==> src/rtl/led_pattern_engine.sv <==
// led_pattern_engine: drives NUM_LEDS outputs with one of four step patterns
// (alternate, all-blink, chase, fill). Every pattern step is held for
// interval_q+1 cycles. Mode and interval are loaded through a valid/ready
// handshake that only opens in IDLE or at a step boundary, so a new
// configuration never cuts a step short.
module led_pattern_engine #(
    parameter int NUM_LEDS = 28,
    parameter int CNT_W    = 32
) (
    input  logic                clk,
    input  logic                rst,
    input  logic                en,
    input  logic                cfg_valid,
    output logic                cfg_ready,
    input  logic [1:0]          cfg_mode,
    input  logic [CNT_W-1:0]    cfg_interval,
    output logic [NUM_LEDS-1:0] led,
    output logic                step_tick,
    output logic                running
);

    localparam int FILL_W = $clog2(NUM_LEDS + 1);

    localparam logic [1:0] MODE_ALT   = 2'd0;
    localparam logic [1:0] MODE_ALL   = 2'd1;
    localparam logic [1:0] MODE_CHASE = 2'd2;
    localparam logic [1:0] MODE_FILL  = 2'd3;

    typedef enum logic [0:0] {
        ST_IDLE = 1'b0,
        ST_RUN  = 1'b1
    } state_t;

    state_t                state_q, state_d;
    logic [1:0]            mode_q, mode_d;
    logic [CNT_W-1:0]      interval_q, interval_d;
    logic [CNT_W-1:0]      cnt_q, cnt_d;
    logic [NUM_LEDS-1:0]   led_q, led_d;
    logic [FILL_W-1:0]     fill_q, fill_d;
    logic                  step_tick_q, step_tick_d;

    logic                  at_boundary_s;
    logic                  accept_s;
    logic [FILL_W-1:0]     fill_next_s;

    // Legacy blinker start pattern: odd bits lit (...1010).
    function automatic logic [NUM_LEDS-1:0] alt_pattern();
        logic [NUM_LEDS-1:0] p;
        p = '0;
        for (int i = 0; i < NUM_LEDS; i++) begin
            p[i] = ((i % 2) == 1);
        end
        return p;
    endfunction

    // Thermometer code: the lowest 'level' bits lit.
    function automatic logic [NUM_LEDS-1:0] thermo(input logic [FILL_W-1:0] level);
        logic [NUM_LEDS-1:0] p;
        p = '0;
        for (int i = 0; i < NUM_LEDS; i++) begin
            p[i] = (FILL_W'(i) < level);
        end
        return p;
    endfunction

    assign at_boundary_s = (cnt_q == interval_q);
    assign accept_s      = cfg_valid && cfg_ready;
    assign fill_next_s   = (fill_q == FILL_W'(NUM_LEDS)) ? '0 : (fill_q + FILL_W'(1));

    // Config window: always open when idle, only at an enabled step boundary when running.
    always_comb begin
        cfg_ready = 1'b0;
        case (state_q)
            ST_IDLE: cfg_ready = 1'b1;
            ST_RUN:  cfg_ready = en && at_boundary_s;
            default: cfg_ready = 1'b0;
        endcase
    end

    // Next-state logic: accept overrides the step advance; en=0 freezes everything.
    always_comb begin
        state_d     = state_q;
        mode_d      = mode_q;
        interval_d  = interval_q;
        cnt_d       = cnt_q;
        led_d       = led_q;
        fill_d      = fill_q;
        step_tick_d = 1'b0;
        if (accept_s) begin
            state_d    = ST_RUN;
            mode_d     = cfg_mode;
            interval_d = cfg_interval;
            cnt_d      = '0;
            fill_d     = '0;
            case (cfg_mode)
                MODE_ALT:   led_d = alt_pattern();
                MODE_ALL:   led_d = {NUM_LEDS{1'b1}};
                MODE_CHASE: led_d = {{(NUM_LEDS-1){1'b0}}, 1'b1};
                MODE_FILL:  led_d = '0;
                default:    led_d = '0;
            endcase
        end else if ((state_q == ST_RUN) && en) begin
            if (at_boundary_s) begin
                cnt_d       = '0;
                step_tick_d = 1'b1;
                case (mode_q)
                    MODE_ALT:   led_d = ~led_q;
                    MODE_ALL:   led_d = ~led_q;
                    MODE_CHASE: led_d = {led_q[NUM_LEDS-2:0], led_q[NUM_LEDS-1]};
                    MODE_FILL: begin
                        fill_d = fill_next_s;
                        led_d  = thermo(fill_next_s);
                    end
                    default:    led_d = led_q;
                endcase
            end else begin
                cnt_d = cnt_q + CNT_W'(1);
            end
        end else begin
            cnt_d = cnt_q;
        end
    end

    // State and pattern registers with asynchronous active-low clear.
    always_ff @(posedge clk or negedge rst) begin
        if (!rst) begin
            state_q     <= ST_IDLE;
            mode_q      <= 2'd0;
            interval_q  <= '0;
            cnt_q       <= '0;
            led_q       <= '0;
            fill_q      <= '0;
            step_tick_q <= 1'b0;
        end else begin
            state_q     <= state_d;
            mode_q      <= mode_d;
            interval_q  <= interval_d;
            cnt_q       <= cnt_d;
            led_q       <= led_d;
            fill_q      <= fill_d;
            step_tick_q <= step_tick_d;
        end
    end

    assign led       = led_q;
    assign step_tick = step_tick_q;
    assign running   = (state_q == ST_RUN);

endmodule

==> config.mk <==
export PLATFORM = sky130hd
export DESIGN_NAME = led_pattern_engine
export DESIGN_NICKNAME = d
export VERILOG_FILES = /design/src/rtl/led_pattern_engine.sv
export SDC_FILE = /design/constraint.sdc
export NUM_CORES = 1
export LEC_CHECK = 0
export ABC_AREA = 1
export CAP_MARGIN = 0
export CORE_MARGIN = 1.5
export CORE_UTILIZATION = 31
export DETAILED_ROUTE_END_ITERATION = 12
export PLACE_DENSITY = 0.46
export SKIP_LAST_GASP = 1
export SYNTH_ARGS = -nofsm -noshare
export SYNTH_HDL_FRONTEND = slang
export SYNTH_SLANG_ARGS = --single-unit
==> constraint.sdc <==
create_clock -name clk -period 3.7 [get_ports clk]
set_input_delay 0.37 -clock clk [delete_from_list [all_inputs] [get_ports clk]]
set_output_delay 0.37 -clock clk [all_outputs]
set_load 0.005 [all_outputs]
==> results.md <==
- Crit Path Max Fanout: 28
- Dominant cell type by area after synthesis: dfrtp_1
- Top-count cell post-synth: nand2_1
- Die H: 144.4 µm
- Post-cts resize count: 0
- WP data required: 3.33 ns
- Root Driver: clkbuf_16
- Final min period: 3.077 ns
- Pwr dens: 374.9 nW/µm²
- Avg Cell Area, Syn: 7.065 µm²
- Share of cells above drive strength 1: 5.123%
- Sink Count: 101
- Ranking of synthesized cells by area: dfrtp_1 (41%), nand2_1 (22%), inv_1 (4.6%)
- FF/Latch Area: 2527 µm²
- Synth Net Count: 920
- Final GP Congestion: 0.8748
- Clk_lat worst skew: 0.36 ns
- Crit path DAT: 2.71 ns
- Metal-1 WL: 9913 µm
- Seq cells post-synth: 101
- Vias/cell: 4.702
- Crit share post-route: 83.16%
- Vias in the first global route: 5312
- Power share of the combinational group: 15.7%
- TritonCTS Buffers: 9
- Clk_skew: 0.009430 ns
- Yosys synthesis warning count: 0
- Synth unique cells: 40
- Synthesized cell area: 6196 µm²
- I/O Pins: 69
- CTS tree: yes
- Cells after Synth: 877
- Slew HR: 52.66%
- Pin count of the biggest net entering global routing: 52
- Slew @ Worst Pin: 0.7100 ns
- Total core area: 19530 µm²
- # DRC: 0
- Most used flip-flop cell after synthesis: dfrtp_1
- Cell Rows: 51
- Max clock buf depth: 2
- Initial antenna violation count: 0
- P_leak: 3.587 nW
- Initial DRC count: 356
- Min-delay worst type: input pin to async pin
- Max layer used: met4
- Sw Share: 30.37%
- # Post-CTS Setup Buffers: 0
- Fin area: 7417 µm²
- Layout Nets: 975
- Routed wire length per instance: 15.23 µm
- Synth cell count leaders: nand2_1 (357), dfrtp_1 (101), inv_1 (76), nor2_1 (75), nand3_1 (53)
- GR Util All Layers: 18.73%
- Antenna-violating nets left: 0
- CP endpoint kind: output port
- Critical Path Start Type: register
- Initial Utilization: 31.73%
- IO Port Bufs: 68
- Met2 WL: 7270 µm
- Chip Width: 144.4 µm
- Synth top area share: 40.79%
- Hold_buf cts: 0
- Via count: 5652
- RSZ-0062 raised after global routing: false
- Synth async-reset ratio: 100.0%
- Detail Placement HPWL: 13360 µm
- Die area: 20840 µm²
- Max Clk Rate: 0.3250 GHz
- P&R area growth vs syn: 19.71%
- EDFF count, synth: 0
- Slew Limit Fails: 0
- Final WL: 18300 µm
- Internal: 0.001936 W
- Status: complete, no violations
- Worst reg2reg path depth: 13
- Initial DRT Pass Iterations: 5
- Multi-input logic area: 3172 µm²
- Filler cell count: 2156
- VDD IR max: 0.0001962 V
- Clk slew on worst S/H paths: 0.08 ns
- Max_cap viols: 0
- GRT overflow: 0
- Sequential fraction of the synthesis area: 40.79%
- Final Hold Fails: 0
- WS Path Type: register to output port
- Part of the power in registers: 46.3%
- CTS H-Tree Depth: 3
- Placed cell area: 7087 µm²
- Fin Setup TNS: 0 ns
- Clock power frac: 38.0%
- Antenna cells: 0
- First-pass GRT wire length: 29750 µm
- Setup violations, final: 0
- Switch Pwr: 0.0008446 W
- Met3 wire length: 927 µm
-- per-stage QoR --
stage	setup WS, ns	instances	hold slack, ns	util, %	power, W
6_report	0.6231	1202	0.05716	37.99	0.002781
5_1_grt	0.4959	1202	0.08976	37.99	0.002946
4_1_cts	0.6101	1202	0.08309	37.99	0.002821
3_5_place_dp	0.8714	1186	0.4744	36.29	0.001745
3_3_place_gp	0.9079	1186	0.4726	36.29	0.001751
2_1_floorplan	1.880	877	0.07441	-	0.001556
-- layout make-up --
class / count / share of cell area (%)
inverter: 80 / 4.082
sequential: 101 / 34.08
tap: 265 / 4.470
timing repair buffer: 78 / 10.16
clock inverter: 6 / 1.231
multi-input combinational: 662 / 42.76
clock buffer: 10 / 3.222
-- flip-flops by register name, indices dropped and copies added (netlist names) --
| name | flops |
|---|---|
| cnt_q | 32 |
| interval_q | 32 |
| led | 28 |
| fill_q | 5 |
| mode_q | 2 |
| running | 1 |
| step_tick | 1 |
-- worst paths after layout --
kind / startpoint / to / slack [ns]
min in group clk: interval_q[23]$_DFFE_PN0N_ / interval_q[23]$_DFFE_PN0N_ / 0.50
setup reg to reg: interval_q[31]$_DFFE_PN0N_ / fill_q[1]$_DFFE_PN0P_ / 0.86
setup / recovery: interval_q[31]$_DFFE_PN0N_ / cfg_ready / 0.62
hold / removal: rst / interval_q[17]$_DFFE_PN0N_ / 0.06
max in group asynchronous: rst / cnt_q[23]$_DFFE_PN0P_ / 2.79
hold reg to reg: interval_q[23]$_DFFE_PN0N_ / interval_q[23]$_DFFE_PN0N_ / 0.50
-- power by group through the flow --
stage	Sequential (W)	Combinational (W)	Clock (W)
final	0.00129	0.000436	0.00106
after global routing	0.00130	0.000500	0.00115
after CTS	0.00129	0.000442	0.00109
after detailed placement	0.00131	0.000438	0
after global placement	0.00131	0.000442	0
after floorplan	0.00126	0.000292	0
-- cell families after synthesis --
group / synth area share (%)
AND/OR/NAND/NOR: 36.09
buffers and inverters: 8.017
flip-flops: 40.79
AO/OA/AOI/OAI: 7.734
XOR/XNOR: 6.361
adder cells (fa/ha/maj): 1.010
-- cells in the final DEF, fill, tap and decap left out, types with 11 or more instances in the layout --
master and instances:
o21ai_0 21, dfrtp_1 101, nor2_1 75, nand3_1 53
clkdlybuf4s50_1 67, o211ai_1 14, xor2_1 22, nand2_1 357
nor3_1 19, inv_1 76, a21oi_1 19, buf_4 11
xnor2_1 23, nand4_1 12
-- routing by layer --
metal,vias to the layer above,global-route usage [%]
li1,2885,-
met5,-,0
met1,2617,29.43
met3,14,3.940
met4,0,4.094
met2,136,25.81
-- worst max-delay path: stages, from the launching register on --
cell,delay [ns]
dfrtp_1,0.41
xnor2_1,0.28
nand2_1,0.09
nor2_1,0.18
nand2_1,0.12
nor2_4,0.16
nand3_2,0.10
nand2_2,0.11
buf_4,0.30
clkdlybuf4s50_1,0.56
No activity file was read; power rests on OpenSTA's default activity.
